--- src/rtl/cfg_pkg.sv ---
`default_nettype none
// ============================================================================
// cfg_pkg : shared state encoding and default sizes for the frame loader
// Rev 1.0
// ============================================================================
package cfg_pkg;

   localparam int c_addr_bits  = 4;
   localparam int c_num_blocks = 4;

   typedef enum logic [1:0] {
      ST_IDLE  = 2'd0,
      ST_SHIFT = 2'd1,
      ST_WRITE = 2'd2,
      ST_DONE  = 2'd3
   } cfg_state_t;

   // A counter for n terminal values never needs fewer than one bit.
   function automatic int cnt_width(input int n);
      return (n > 1) ? $clog2(n) : 1;
   endfunction

endpackage

`default_nettype wire

--- src/rtl/cfg_shift_reg.sv ---
`default_nettype none
// ============================================================================
// cfg_shift_reg : serial-in / parallel-out frame register, MSB-first fill
// Rev 1.0
// ============================================================================
module cfg_shift_reg #(
   parameter int WIDTH = 16
) (
   input  logic             clk,
   input  logic             rst_n,
   input  logic             i_clr,
   input  logic             i_shift_en,
   input  logic             i_bit,
   output logic [WIDTH-1:0] o_data
);

   logic [WIDTH-1:0] r_data;

   generate
      if (WIDTH == 1) begin : g_single
         always_ff @(posedge clk or negedge rst_n) begin
            if (!rst_n)
               r_data <= '0;
            else if (i_clr)
               r_data <= '0;
            else if (i_shift_en)
               r_data <= i_bit;
         end
      end else begin : g_multi
         always_ff @(posedge clk or negedge rst_n) begin
            if (!rst_n)
               r_data <= '0;
            else if (i_clr)
               r_data <= '0;
            else if (i_shift_en)
               r_data <= {r_data[WIDTH-2:0], i_bit};
         end
      end
   endgenerate

   assign o_data = r_data;

endmodule

`default_nettype wire

--- src/rtl/config_frame_loader.sv ---
`default_nettype none
// ============================================================================
// config_frame_loader : loads NUM_BLOCKS serial frames into latch blocks
// Rev 1.0
// ============================================================================
module config_frame_loader
   import cfg_pkg::*;
#(
   parameter int ADDR_BITS  = c_addr_bits,
   parameter int MEM_SIZE   = 2**ADDR_BITS,
   parameter int NUM_BLOCKS = c_num_blocks
) (
   input  logic                  cclk,
   input  logic                  crst_n,
   input  logic                  cfg_start,
   input  logic                  cfg_abort,
   input  logic                  cfg_bit,
   input  logic                  cfg_valid,
   output logic                  cfg_ready,
   output logic [MEM_SIZE-1:0]   config_out,
   output logic [NUM_BLOCKS-1:0] cen_out,
   output logic                  busy,
   output logic                  done
);

   localparam int c_bit_w = cnt_width(MEM_SIZE);
   localparam int c_blk_w = cnt_width(NUM_BLOCKS);
   localparam logic [c_bit_w-1:0]    c_last_bit = c_bit_w'(MEM_SIZE - 1);
   localparam logic [c_blk_w-1:0]    c_last_blk = c_blk_w'(NUM_BLOCKS - 1);
   localparam logic [NUM_BLOCKS-1:0] c_cen_one  = NUM_BLOCKS'(1);

   cfg_state_t          r_state;
   logic [c_bit_w-1:0]  r_bit_cnt;
   logic [c_blk_w-1:0]  r_blk_cnt;
   logic                r_cfg_ready;
   logic                r_busy;
   logic                r_done;
   logic [NUM_BLOCKS-1:0] r_cen;

   logic w_shift_en;
   logic w_clr;

   // r_cfg_ready is high exactly in SHIFT; abort wins over a coincident bit.
   assign w_shift_en = r_cfg_ready & cfg_valid & ~cfg_abort;
   assign w_clr      = cfg_abort & ((r_state == ST_SHIFT) | (r_state == ST_WRITE));

   cfg_shift_reg #(
      .WIDTH (MEM_SIZE)
   ) u_shift (
      .clk        (cclk),
      .rst_n      (crst_n),
      .i_clr      (w_clr),
      .i_shift_en (w_shift_en),
      .i_bit      (cfg_bit),
      .o_data     (config_out)
   );

   always_ff @(posedge cclk or negedge crst_n) begin
      if (!crst_n) begin
         r_state     <= ST_IDLE;
         r_bit_cnt   <= '0;
         r_blk_cnt   <= '0;
         r_cfg_ready <= 1'b0;
         r_busy      <= 1'b0;
         r_done      <= 1'b0;
         r_cen       <= '0;
      end else begin
         r_cen  <= '0;
         r_done <= 1'b0;
         case (r_state)
            ST_IDLE: begin
               if (cfg_start) begin
                  r_state     <= ST_SHIFT;
                  r_bit_cnt   <= '0;
                  r_blk_cnt   <= '0;
                  r_cfg_ready <= 1'b1;
                  r_busy      <= 1'b1;
               end
            end
            ST_SHIFT: begin
               if (cfg_abort) begin
                  r_state     <= ST_IDLE;
                  r_cfg_ready <= 1'b0;
                  r_busy      <= 1'b0;
               end else if (cfg_valid) begin
                  if (r_bit_cnt == c_last_bit) begin
                     r_state     <= ST_WRITE;
                     r_cfg_ready <= 1'b0;
                     r_cen       <= c_cen_one << r_blk_cnt;
                  end else begin
                     r_bit_cnt <= r_bit_cnt + 1'b1;
                  end
               end
            end
            ST_WRITE: begin
               if (cfg_abort) begin
                  r_state <= ST_IDLE;
                  r_busy  <= 1'b0;
               end else if (r_blk_cnt == c_last_blk) begin
                  r_state <= ST_DONE;
                  r_done  <= 1'b1;
               end else begin
                  r_state     <= ST_SHIFT;
                  r_blk_cnt   <= r_blk_cnt + 1'b1;
                  r_bit_cnt   <= '0;
                  r_cfg_ready <= 1'b1;
               end
            end
            ST_DONE: begin
               r_state <= ST_IDLE;
               r_busy  <= 1'b0;
            end
            default: begin
               r_state     <= ST_IDLE;
               r_cfg_ready <= 1'b0;
               r_busy      <= 1'b0;
            end
         endcase
      end
   end

   assign cfg_ready = r_cfg_ready;
   assign busy      = r_busy;
   assign done      = r_done;
   assign cen_out   = r_cen;

endmodule

`default_nettype wire

--- config.mk ---
export PLATFORM = sky130hd
export DESIGN_NAME = config_frame_loader
export DESIGN_NICKNAME = d
export VERILOG_FILES = /design/src/rtl/cfg_pkg.sv /design/src/rtl/cfg_shift_reg.sv /design/src/rtl/config_frame_loader.sv
export SDC_FILE = /design/constraint.sdc
export NUM_CORES = 1
export LEC_CHECK = 0
export BUFFER_PORTS_ARGS = -buffer_cell sky130_fd_sc_hd__buf_2
export CAP_MARGIN = 10
export CORE_MARGIN = 2
export CORE_UTILIZATION = 40
export DETAILED_ROUTE_END_ITERATION = 10
export GPL_TIMING_DRIVEN = 0
export PLACE_DENSITY = 0.58
export SYNTH_ARGS = -nofsm -noshare
export SYNTH_HDL_FRONTEND = slang
export SYNTH_SLANG_ARGS = --single-unit
--- constraint.sdc ---
create_clock -name cclk -period 2.8 [get_ports cclk]
set_clock_uncertainty 0.2 [all_clocks]
set_input_delay 0.42 -clock cclk [delete_from_list [all_inputs] [get_ports cclk]]
set_output_delay 0.42 -clock cclk [all_outputs]
set_load 0.05 [all_outputs]
=== Yosys cells after proc, flatten, opt, wreduce, memory -nomap -nowiden ===
Cells that the tools add are included.

* Flip-flop bits (word level): 31
* Output and inout bits: 23
* Logic and storage cells: 76

* Add/subtract/negate cells: 2
* Equal/unequal tests: 14
* Shifts and indexed selects: 1
* Muxes and demuxes: 36
* Bitwise gates (word level): 5
* Reduce and logical (&&, ||, !) cells: 10

{| class="wikitable"
|+ Operator list
! cell !! number
|-
| 4-bit two-way mux || 10
|-
| 16-bit two-way mux || 2
|-
| 2-bit two-way mux || 9
|-
| 2-bit inequality test (second input constant) || 6
|-
| 4-bit case mux with 3 select lines || 1
|-
| 1-bit two-way mux || 10
|-
| 2-bit case mux with 4 select lines || 1
|-
| 7-bit AND reduction || 1
|-
| 2-bit equality test (second input constant) || 3
|-
| 1-bit case mux with 3 select lines || 2
|-
| 6-bit AND reduction || 1
|-
| 4-bit by 1-bit adder with 4-bit output (second input constant) || 1
|-
| 4-bit equality test (second input constant) || 1
|-
| 2-bit case mux with 2 select lines || 1
|-
| 4-bit AND reduction || 1
|-
| 2-bit nonzero test || 2
|-
| 1-bit by 2-bit << shifter with 4-bit output (first input constant) || 1
|-
| 1-bit bitwise AND || 3
|-
| 3-bit by 2-bit inequality test with 1-bit output (second input constant) || 1
|-
| 3-bit inequality test (second input constant) || 1
|-
| 3-bit AND reduction || 1
|-
| 3-bit nonzero test || 1
|-
| 2-bit by 1-bit adder with 2-bit output (second input constant) || 1
|-
| 2-bit by 1-bit equality test with 1-bit output (second input constant) || 1
|-
| other kinds (6) || 6
|}

=== Longest topological paths before layout ===
Gate-level depths: netlist of the first run.

* Depth after elaboration: 5
* Depth in mapped cells: 6

=== Modules after synthesis ===
From an unflattened synthesis of the first run, not the netlist that was laid out.

* Cell total of the unflattened synthesis: 136
* Area, all modules: 1529.0 um2

{| class="wikitable"
|+ Modules (own cells, without submodules)
! module !! times used !! cells each !! area an instance (um2)
|-
| config_frame_loader || 1 || 84 || 868.3
|-
| cfg_shift_reg || 1 || 52 || 660.6
|}

=== Least setup slack after synthesis of the first run ===
OpenSTA, ideal clock, no wires.

* Path type: reg2reg
* Start point: reg r_state[0]
* End point: reg r_bit_cnt[3]
* Library setup time: 0.126 ns
* Arrival: 1.650 ns
* Data required time: 2.474 ns
* Slack: 0.824 ns
* Cell stages (with the launch flop): 7
* Path buffers: 0
* Period minus slack after synthesis: 1.976 ns
* Cell sequence: dfrtp_1 -> inv_1 -> ha_1 -> nor2b_1 -> a2111oi_4 -> nand2_2 -> a221o_1

* Word-level cells in the longest chain between the ends: 3
* Elaborated cells between the ends (all ways): 12
* Classes of those cells: eq/ne (8); mux (1); reduce/logical (3)

{| class="wikitable"
|+ RTL lines
! what !! line !! text
|-
| from (decl) || config_frame_loader.sv:32 || <nowiki>cfg_state_t r_state;</nowiki>
|-
| from (signal assigned) || config_frame_loader.sv:60 || <nowiki>r_state <= ST_IDLE;</nowiki>
|-
| from (signal assigned) || config_frame_loader.sv:73 || <nowiki>r_state <= ST_SHIFT;</nowiki>
|-
| from (signal assigned) || config_frame_loader.sv:82 || <nowiki>r_state <= ST_IDLE;</nowiki>
|-
| 2-bit equality test, or another cell as far along || config_frame_loader.sv:70 || <nowiki>case (r_state)</nowiki>
|-
| 2-bit inequality test (no source line) or 3-bit nonzero test (tied branches) || -- ||
|-
| 7-bit AND reduction (no source line) || -- ||
|-
| to (signal assigned) || config_frame_loader.sv:91 || <nowiki>r_bit_cnt <= r_bit_cnt + 1'b1;</nowiki>
|-
| to (decl) || config_frame_loader.sv:33 || <nowiki>logic [c_bit_w-1:0] r_bit_cnt;</nowiki>
|}

Parallel ways exist; a longest one is shown, timed or not.
A chain may end at the register's enable or synchronous reset.

=== Final worst setup path of the first run ===
Same ends and word-level chain as after synthesis.

==> summary.md, run 1 <==
| Metric | Value |
|---|---|
| Die area | approximately 0.0040 mm^2 |
| Metal2 WL | 1200 um |
| Drt wl/cell | 13.2 um |
| Initial antenna violation count | 0 |
| RSZ-0062 raised after global routing | no |
| CTS root buf | clkbuf_4 |
| Max_slew headroom | 54.7% |
| First-pass GRT wire length | approximately 4600 um |
| Post-synthesis average cell area | roughly 13 um^2 |
| Synth-to-Final Area Change | 18.6% |
| Seq cells post-synth | 31 |
| N_diodes | 0 |
| Top cell type's share of synthesized area | ~55% |
| Most frequent cells in the layout | dfrtp_1 (31), buf_2 (28), a22o_1 (16), ha_1 (11), a21oi_1 (7) |
| Synth warnings | 0 |
| Worst EP arrival | 2.19 ns |
| Synth Net Count | 130 |
| Max Freq | 461 MHz |
| Vias in the first global route | 1004 |
| Switch Pwr | 0.559 mW |
| Largest net degree at the start of global routing | 32 |
| Post-Route WL | between 2000 and 3000 um |
| Start point of the critical path | r_state[0]$_DFFE_PN0P_ |
| Slowest stage delay, CP | about 0.47 ns |
| Status | finished, final reports clean |
| Worst R2R Start | r_state[0]$_DFFE_PN0P_ |
| Die Span X | 63.5 um |
| DR top layer | met4 |
| Power Internal | 0.841 mW |
| CTS buffer count | 5 |
| Met1 wire length | 1180 um |
| Critical Path Fanout Max | 5 |
| TritonCTS clock tree | done |
| Main area contributors after synthesis | dfrtp_1 (55%), a22o_1 (9.9%), ha_1 (9.7%) |
| Clock Path Buffers | 2 |
| H-tree depth | 2 |
| Pwr/cell area | 833 mW/mm^2 |
| Leading area contributor after synthesis | dfrtp_1 |
| Top Family by Delay on Critical Path | compound AO/OA/AOI/OAI gates |
| DR iter-0 viols | 90 |
| Clock power frac | 18.9% |
| Final worst slack | 0.632 ns |
| Final Setup Violations | 0 |
| Max stage delay cell, worst path | a2111oi_4 |
| Pwr Total | 1.40 mW |
| DR vias/cell | 5.23 |
| CP required | 2.82 ns |
| Core area | around 0.0034 mm^2 |
| Residual DRC | 0 |
| I/O pin total | 29 |
| Clock latency on the worst-skew pair | around 0.33 ns |
| Antenna Nets Post-Route | 0 |
| Setup TNS | 0 ns |
| Wire length on met3 | 161 um |
| Period utilization | between 70% and 80% |
| Worst hold start | cfg_bit |
| Cell variety after synth | 30 |
| Gr usage total | 14.7% |
| Worst min path class | input pin to flip-flop |
| Kind of critical path | flip-flop to flip-flop |
| Final Max Tran Viols | 0 |
| RD Place Congestion | 0.770 |
| TritonCTS Sinks | 31 |
| Critical Path Sink Type | flip-flop |
| Crit path time final | approximately 2.2 ns |
| Pre-Repair DR Iteration Count | 4 |
| PortBufs | 28 |
| Net Sw Frac | 39.9% |
| Part of the power in combinational logic | between 30% and 40% |
| Most common cell after layout, fill and taps aside | dfrtp_1 |
| Cts repair resizes | 0 |
| # nets final | 166 |
| Crit path buf inv count | 1 |
| Final Hold Viols | 0 |
| Via count | 1020 |
| Worst VDD drop | 0.000420 V |
| Global route total overflow | 0 |
| Cell Chain, Critical Path | inv_1, ha_1, nor2b_1, a2111oi_4, nand2_2, a221o_1 |
| Post-Synthesis Cells | 113 |
| Worst Max-Slew Pin Slew | 0.679 ns |
| Row cnt | 21 |
| Setup WS pre-CTS | 0.639 ns |
| Sequential share of power | approximately two fifths |
| CP startpoint kind | flip-flop |
| Die height | 63.5 um |
| Share of cells above drive strength 1 | 30.2% |
| Synth Cell Area | 0.00142 mm^2 |
| Seq/Total Area, Yosys | ~55% |
| Post-DP HPWL | 1820 um |
| Leakage | 0.905 nW |
| Worst-path clk slew | 0.09 ns |
| Max Cap Viol | 0 |
| Starting Density | a little over two fifths |
-- repair_timing --
action / in CTS / in global routing
setup endpoints to repair: 0 / 0
setup buffers: 0 / 0
hold buffers: 1 / 0
hold endpoints to repair: 31 / 0
-- worst paths after layout --
path / slack (ns) / depth (start not counted) / endpoint
max reg2reg: 0.63 / 6 / r_bit_cnt[3]$_DFFE_PN0P_
min in group asynchronous: 0.46 / 2 / cen_out[2]$_DFF_PN0_
min: 0.12 / 2 / u_shift.o_data[0]$_DFFE_PN0P_
max: 0.63 / 6 / r_bit_cnt[3]$_DFFE_PN0P_
max in group asynchronous: 1.51 / 2 / done$_DFF_PN0_
min reg2reg: 0.31 / 1 / u_shift.o_data[15]$_DFFE_PN0P_
-- logic make-up after synthesis --
logic type,Yosys count,share of synthesized area (%)
and+or+nand+nor,27,11.2
adders and majority gates,11,9.71
AOI/OAI and AO/OA,33,19.8
DFF,31,54.7
muxes,3,2.21
buffers and inverters,8,2.38
-- power groups by stage --
stage / logic [mW] / clock network, mW / registers, mW
after global routing: 0.611 / 0.302 / 0.601
final: 0.549 / 0.264 / 0.587
after CTS: 0.550 / 0.274 / 0.587
after global placement: 0.538 / 0 / 0.591
after floorplan: 0.339 / 0 / 0.678
after detailed placement: 0.550 / 0 / 0.594
-- layer usage --
layer  track usage (%)  up-vias
met3              4.82        4
met2              23.4       34
li1                  -      480
met5                 0        -
met1              18.5      502
met4              5.71        0
-- cell type report --
cell class | instances | area [um^2]
fill | 335 | 1680
tap | 46 | 57.6
clock buffer | 6 | 51.3
timing repair buffer | 29 | 150
clock inverter | 1 | 5.00
buffer | 2 | 11.3
sequential | 31 | 776
multi-input combinational | 74 | 608
inverter | 6 | 22.5
-- cell usage after synthesis --
cell,number
dfrtp_1,31
a22o_1,16
ha_1,11
a21oi_1,7
inv_1,6
nor2_1,6
and2_1,5
nand2_1,3
nand3_1,3
and3_1,2
mux2i_1,2
nor2b_1,2
o21ai_0,2
a2111oi_4,1
a21bo_2,1
a21o_1,1
a221o_1,1
a221oi_2,1
a32o_1,1
and2b_2,1
and4bb_2,1
buf_4,1
clkbuf_1,1
mux2_2,1
nand2_2,1
nand2b_4,1
nand4_1,1
nor2_2,1
o21a_1,1
o21bai_1,1
-- registers in the layout (all words and copies together), names as in the netlist --
signal and count:
u_shift.o_data 16, cen_out 4, r_bit_cnt 4, r_blk_cnt 2, r_state 2, busy 1, cfg_ready 1, done 1
-- per-stage QoR --
| stage | cells | hold slack, ns | utilization (%) | cell area, um^2 |
|---|---|---|---|---|
| 6_report | 195 | 0.120 | 50.0 | 1680 |
| 5_1_grt | 195 | 0.108 | 50.0 | 1680 |
| 4_1_cts | 195 | 0.116 | 50.0 | 1680 |
| 3_5_place_dp | 187 | 0.287 | 48.0 | 1620 |
| 3_3_place_gp | 187 | 0.285 | 48.0 | 1620 |
| 2_1_floorplan | 113 | -0.0756 | - | 1420 |
(Power assumes the default switching activity.)
==> run 2, diff against run 1 <==
--- a/config.mk
+++ b/config.mk
@@ -5,13 +5,14 @@
 export SDC_FILE = /design/constraint.sdc
 export NUM_CORES = 1
 export LEC_CHECK = 0
+export ABC_AREA = 1
 export BUFFER_PORTS_ARGS = -buffer_cell sky130_fd_sc_hd__buf_2
 export CAP_MARGIN = 10
 export CORE_MARGIN = 2
 export CORE_UTILIZATION = 40
 export DETAILED_ROUTE_END_ITERATION = 10
 export GPL_TIMING_DRIVEN = 0
-export PLACE_DENSITY = 0.58
+export PLACE_DENSITY = 0.6
 export SYNTH_ARGS = -nofsm -noshare
 export SYNTH_HDL_FRONTEND = slang
 export SYNTH_SLANG_ARGS = --single-unit
==> constraint.sdc (replaced) <==
create_clock -name cclk -period 1.8 [get_ports cclk]
set_clock_uncertainty 0.2 [all_clocks]
set_input_delay 0.27 -clock cclk [delete_from_list [all_inputs] [get_ports cclk]]
set_output_delay 0.27 -clock cclk [all_outputs]
set_load 0.05 [all_outputs]
==> summary.md, run 2 <==
| Metric | Value |
|---|---|
| Net Sw Frac | 42.9% |
| Top cell type's share of synthesized area | 48.5% |
| Synth cell count leaders | dfrtp_1 (31), inv_1 (27), nand2_1 (26), ha_1 (11), o22ai_2 (10) |
| # nets final | 216 |
| TritonCTS Sinks | 31 |
| Clock power frac | 19.1% |
| Hold depth | 2 |
| Slowest stage delay, CP | a little over 0.4 ns |
| Setup TNS | 0 ns |
| Die Span X | around 67 um |
| Gr usage total | between 10% and 20% |
| Pwr Total | 2.65 mW |
| Die height | 67.3 um |
| Switch Pwr | about 1.1 mW |
| Cell Chain, Critical Path | inv_2, ha_2, nand2_2, nand2_1, nor2_2, nand3_4, nand2_1, o21ai_1 |
| Main combinational cell family by area after synthesis | simple AND/OR/NAND/NOR gates |
| Antenna Nets Post-Route | 0 |
| Post-synthesis average cell area | 9.88 um^2 |
| Critical Path Sink Type | flip-flop |
| Max_slew headroom | 54.1% |
| Worst min path class | input pin to flip-flop |
| Post-DP HPWL | around 2200 um |
| Crit path time final | 1.67 ns |
| First-pass GRT wire length | 5150 um |
| Max reg flops | 16 |
| Part of the power in combinational logic | 46.2% |
| CP startpoint kind | flip-flop |
| TritonCTS clock tree | done |
| Main flop type after synthesis | dfrtp_1 |
| Row cnt | 22 |
| Kind of critical path | flip-flop to flip-flop |
| Pwr/cell area | roughly 1400 mW/mm^2 |
| Post-Route WL | 2990 um |
| DR iter-0 viols | 40 |
| Sequential share of power | 34.7% |
| Post-synthesis mux area share | 0% |
| Filler cell count | 379 |
| Worst-path clk slew | 0.06 ns |
| Initial antenna violation count | 0 |
| Main area contributors after synthesis | dfrtp_1 (48%), ha_1 (8.6%), o22ai_2 (7.8%) |
| N_diodes | 0 |
| Worst VDD drop | 0.000760 V |
| CTS root buf | clkbuf_8 |
| Final Hold Viols | 0 |
| Pre-Repair DR Iteration Count | 4 |
| Setup WS pre-CTS | ~0.012 ns |
| Most frequent cells in the layout | dfrtp_1 (31), buf_2 (27), nand2_1 (26), inv_1 (25), o22ai_2 (10) |
| Count leader, synth | dfrtp_1 |
| DR vias/cell | 4.79 |
| Synth Net Count | 179 |
| Post-synthesis adder-cell area fraction | around 8.6% |
| Vias in the first global route | roughly 1200 |
| Global route total overflow | 0 |
| Most Frequent Cell on Critical Path | nand2_1 |
| Power Internal | 1.51 mW |
| H-tree depth | 2 |
| Final hold slack | between 0.03 and 0.04 ns |
| Crit path buf inv count | 1 |
| Final Max Tran Viols | 0 |
| Max Freq | 600 MHz |
| RD Place Congestion | 0.894 |
| Synth Cell Area | 0.00160 mm^2 |
| Clock latency on the worst-skew pair | 0.28 ns |
| Finished Core Util | 51.3% |
| Period utilization | between 90 and 100% |
| Post-Synthesis Cells | roughly 160 |
| Residual DRC | 0 |
| Seq/Total Area, Yosys | 48.5% |
| Post-Layout Cell Count | between 200 and 250 |
| Starting Density | 42.7% |
| Status | finished, final reports clean |
| Largest net degree at the start of global routing | 32 |
| Final worst slack | 0.133 ns |
| Final Setup Violations | 0 |
| Core area | about 0.0037 mm^2 |
| Worst EP arrival | 1.63 ns |
| Worst Max-Slew Pin Slew | 0.689 ns |
| Most common cell after layout, fill and taps aside | dfrtp_1 |
| EDFF count, synth | 0 |
| Drt wl/cell | roughly 12 um |
| Via count | 1189 |
| Fin area | 0.00192 mm^2 |
| Clock Path Buffers | 2 |
| Compound-cell area share of the yosys netlist | 15.3% |
| Max Cap Viol | 0 |
| Worst r2r path cells | 8 |
| PortBufs | 27 |
| Top Family by Delay on Critical Path | simple AND/OR/NAND/NOR gates |
| Die area | about 0.0045 mm^2 |
| Seq cells post-synth | 31 |
| Critical Path Fanout Max | 8 |
| CTS buffer count | 5 |
| WP depth | 8 |
| Placed Cells | 237 |
| Xor/xnor share of the synthesized area | 0% |
| Leading area contributor after synthesis | dfrtp_1 |
| I/O pin total | 29 |
| Share of cells above drive strength 1 | 33.5% |
| Max stage delay cell, worst path | dfrtp_1 |
| Leakage | 0.993 nW |
| Async set-reset flop share out of synthesis | 100% |
| Simple-Gate Fraction of Synth Area | 17.9% |
| Synth warnings | 0 |
| Synth-to-Final Area Change | 20.0% |
| Cell variety after synth | 24 |
| Placed cell area | 0.00180 mm^2 |
| CP required | 1.76 ns |
-- run 2: power groups by stage --
stage	combinational, mW	clock, mW	sequential, mW
4_1_cts	1.16	0.534	0.915
3_5_place_dp	1.16	0	0.925
2_1_floorplan	0.744	0	1.09
5_1_grt	1.36	0.572	0.940
6_report	1.22	0.507	0.920
3_3_place_gp	1.13	0	0.921
-- run 2: final cells by class --
class                      instances  area, um^2  share of cell area (%)
timing repair buffer              30         160                    8.34
clock inverter                     1        5.00                   0.261
multi-input combinational         98         688                    35.8
buffer                             3        42.5                    2.21
tap                               48        60.1                    3.13
clock buffer                       7        76.3                    3.97
inverter                          30         113                    5.86
sequential                        31         776                    40.4
-- run 2: cells by family (layout without fill, tap and decap cells) --
group	count (synthesis)	count (layout)
flops	31	31
fa+ha+maj	11	11
simple gates	55	55
compound gates	32	32
buf+inv	33	71
-- run 2: path summary, 6_finish.rpt --
check	slack [ns]	start	to
setup / recovery	0.13	r_state[0]$_DFFE_PN0P_	r_bit_cnt[1]$_DFFE_PN0P_
hold / removal	0.03	cfg_abort	done$_DFF_PN0_
setup reg to reg	0.13	r_state[0]$_DFFE_PN0P_	r_bit_cnt[1]$_DFFE_PN0P_
hold reg to reg	0.30	busy$_DFFE_PN0P_	busy$_DFFE_PN0P_
max in group asynchronous	0.58	crst_n	u_shift.o_data[15]$_DFFE_PN0P_
min in group asynchronous	0.37	crst_n	u_shift.o_data[5]$_DFFE_PN0P_
-- run 2: metal layers --
layer	GRT usage, %	vias to the layer above	share of wire (%)
met5	0	-	0
met1	18.5	560	46
met2	25.1	27	48
met4	7.40	0	1.5
li1	-	597	-
met3	4.50	5	5.1
-- run 2: worst reg2reg max path, cell delays in order, from the launching register on --
cell and delay, ns:
dfrtp_1 0.41, inv_2 0.08, ha_2 0.23, nand2_2 0.11, nand2_1 0.09, nor2_2 0.16
nand3_4 0.12, nand2_1 0.09, o21ai_1 0.06
-- run 2: repair_timing --
| action | in CTS | in global routing |
|---|---|---|
| endpoints found under the setup margin | 0 | 9 |
| setup buffers | 0 | 2 |
| resized for setup | 0 | 7 |
| hold endpoints to repair | 31 | 0 |
| hold buffers | 1 | 0 |
==> run 3, diff against run 2 <==
--- a/config.mk
+++ b/config.mk
@@ -5,14 +5,13 @@
 export SDC_FILE = /design/constraint.sdc
 export NUM_CORES = 1
 export LEC_CHECK = 0
-export ABC_AREA = 1
 export BUFFER_PORTS_ARGS = -buffer_cell sky130_fd_sc_hd__buf_2
 export CAP_MARGIN = 10
 export CORE_MARGIN = 2
 export CORE_UTILIZATION = 40
 export DETAILED_ROUTE_END_ITERATION = 10
 export GPL_TIMING_DRIVEN = 0
-export PLACE_DENSITY = 0.6
+export PLACE_DENSITY = 0.61
 export SYNTH_ARGS = -nofsm -noshare
 export SYNTH_HDL_FRONTEND = slang
 export SYNTH_SLANG_ARGS = --single-unit
==> summary.md, run 3 (synthesized netlist as in run 1, its figures left out) <==
| Metric | Value |
|---|---|
| Hold depth | 3 |
| Max Freq | roughly 520 MHz |
| PortBufs | 28 |
| Worst hold start | cfg_start |
| Max_slew headroom | 54.8% |
| Leakage | ~0.99 nW |
| Max reg flops | 16 |
| Row cnt | 21 |
| Filler cell count | 295 |
| Cell Chain, Critical Path | buf_6, ha_4, a2111oi_4, buf_4, and4bb_2, a221o_1 |
| Crit path buf inv count | 2 |
| Largest net degree at the start of global routing | 32 |
| RSZ-0062 raised after global routing | yes |
| Gr usage total | 16.1% |
| Most frequent cells in the layout | dfrtp_1 (30), buf_2 (28), a22o_1 (16), buf_4 (9), ha_4 (6) |
| Pre-Repair DR Iteration Count | 4 |
| R2r setup slk | -0.12 ns |
| H-tree depth | 2 |
| N_diodes | 0 |
| Fin area | 0.00194 mm^2 |
| Kind of critical path | flip-flop to flip-flop |
| First-pass GRT wire length | about 5100 um |
| DR iter-0 viols | 111 |
| Setup TNS | -0.589 ns |
| Worst R2R Start | r_state[0]$_DFFE_PN0P_ |
| TritonCTS Sinks | 31 |
| Period utilization | 107% |
| Die height | 63.5 um |
| Post-DP HPWL | 1860 um |
| # nets final | between 150 and 200 |
| Post-Route WL | 3000 um |
| Max Cap Viol | 0 |
| Final worst slack | -0.117 ns |
| Clock latency on the worst-skew pair | roughly 0.33 ns |
| Global route total overflow | 0 |
| Top Family by Delay on Critical Path | compound AO/OA/AOI/OAI gates |
| Slowest stage delay, CP | 0.47 ns |
| Starting Density | 42.2% |
| Worst EP arrival | 1.98 ns |
| CP startpoint kind | flip-flop |
| TritonCTS clock tree | done |
| Residual DRC | 0 |
| Final Setup Violations | 7 |
| Share of cells above drive strength 1 | 45.1% |
| CTS root buf | clkbuf_4 |
| CTS buffer count | 5 |
| CP required | 1.86 ns |
| Die area | 0.00404 mm^2 |
| RD Place Congestion | 0.788 |
| Pwr/cell area | 1430 mW/mm^2 |
| Failing checks | negative setup slack |
| Initial antenna violation count | 0 |
| DR vias/cell | 5.07 |
| Worst r2r path cells | 6 |
| Status | complete, but fails checks |
| Synth-to-Final Area Change | 37.1% |
| Reg2reg end | r_bit_cnt[3]$_DFFE_PN0P_ |
| Worst-path clk slew | about 0.11 ns |
| Crit path time final | roughly 1.9 ns |
| Worst min path class | input pin to flip-flop |
| Critical Path Sink Type | flip-flop |
| I/O pin total | 29 |
| Final Hold Viols | 0 |
| Max stage delay cell, worst path | dfrtp_2 |
| Vias in the first global route | 1100 |
| Worst Max-Slew Pin Slew | 0.678 ns |
| Via count | 1054 |
| Worst VDD drop | 0.000846 V |
| Antenna Nets Post-Route | 0 |
| Placed cell area | 0.00163 mm^2 |
| Hold EP | busy$_DFFE_PN0P_ |
| Critical Path Fanout Max | 3 |
| Final Max Tran Viols | 0 |
| Clock Path Buffers | 2 |
| Die Span X | 63.5 um |
| Drt wl/cell | 14.4 um |
| Core area | around 0.0034 mm^2 |
| Most common cell after layout, fill and taps aside | dfrtp_1 |
## run 3: changes by cell type in the layout (fill, tap and decap cells not counted), sizes merged, moves of 8 or more
cell / previous run / this run
o22ai: 14 / 0
nand2: 30 / 4
inv: 30 / 6
buf: 32 / 40
o21ai: 11 / 2
a22o: 0 / 16
## run 3: cell type report
cell class	instances	area, um^2	share of cell area, %
clock inverter	2	35.0	1.80
inverter	6	25.0	1.29
tap	46	57.6	2.96
clock buffer	6	51.3	2.64
multi-input combinational	74	732	37.7
sequential	31	777	40.0
timing repair buffer	41	250	12.9
buffer	2	15.0	0.773
## run 3: metal layers
metal	global-route usage (%)	up-vias	part of all wire, %
li1	-	510	-
met1	18.9	507	43
met2	27.9	33	49
met3	4.64	4	5.3
met4	5.71	0	2.1
met5	0	-	0
## run 3: metrics by stage
step / hold slack (ns) / utilization, % / total power, mW / worst slack (ns) / cells
4_1_cts: 0.0408 / 55.7 / 2.61 / -0.0959 / 203
3_5_place_dp: 0.150 / 48.5 / 1.79 / -0.210 / 187
3_3_place_gp: 0.145 / 48.5 / 1.77 / -0.196 / 187
2_1_floorplan: -0.226 / - / 1.60 / -0.0733 / 113
5_1_grt: 0.0372 / 57.8 / 2.95 / -0.231 / 208
6_report: 0.0641 / 57.8 / 2.77 / -0.117 / 208
## run 3: timing repair
action,4_1_cts,5_1_grt
resized for setup,17,7
hold buffers,2,0
endpoints found under the setup margin,29,19
buffers inserted,6,5
hold endpoints to repair,32,0
pin swaps,6,4
## run 3: worst register-to-register path: stages (launching register included)
cell and delay (ns):
dfrtp_2 0.47, buf_6 0.15, ha_4 0.16, a2111oi_4 0.39, buf_4 0.18, and4bb_2 0.21
a221o_1 0.10
## run 3: how the worst max path moves through the flow
stage                                         from                            end  slack, ns  cells after the start
after detailed placement    r_state[0]$_DFFE_PN0P_  u_shift.o_data[6]$_DFFE_PN0P_      -0.21                      5
after floorplan           r_blk_cnt[1]$_DFFE_PN0P_       r_bit_cnt[3]$_DFFE_PN0P_      -0.07                      5
after global placement      r_state[0]$_DFFE_PN0P_       r_bit_cnt[3]$_DFFE_PN0P_      -0.20                      6
after CTS                   r_state[0]$_DFFE_PN0P_       r_bit_cnt[3]$_DFFE_PN0P_       -0.1                      5
final                       r_state[0]$_DFFE_PN0P_       r_bit_cnt[3]$_DFFE_PN0P_      -0.12                      6
after global routing        r_state[0]$_DFFE_PN0P_       r_bit_cnt[3]$_DFFE_PN0P_      -0.23                      6
## run 3: power by group
group | internal (mW) | switching, mW
clock | 0.328 | 0.245
sequential | 0.810 | 0.110
combinational | 0.601 | 0.681
total | 1.74 | 1.04
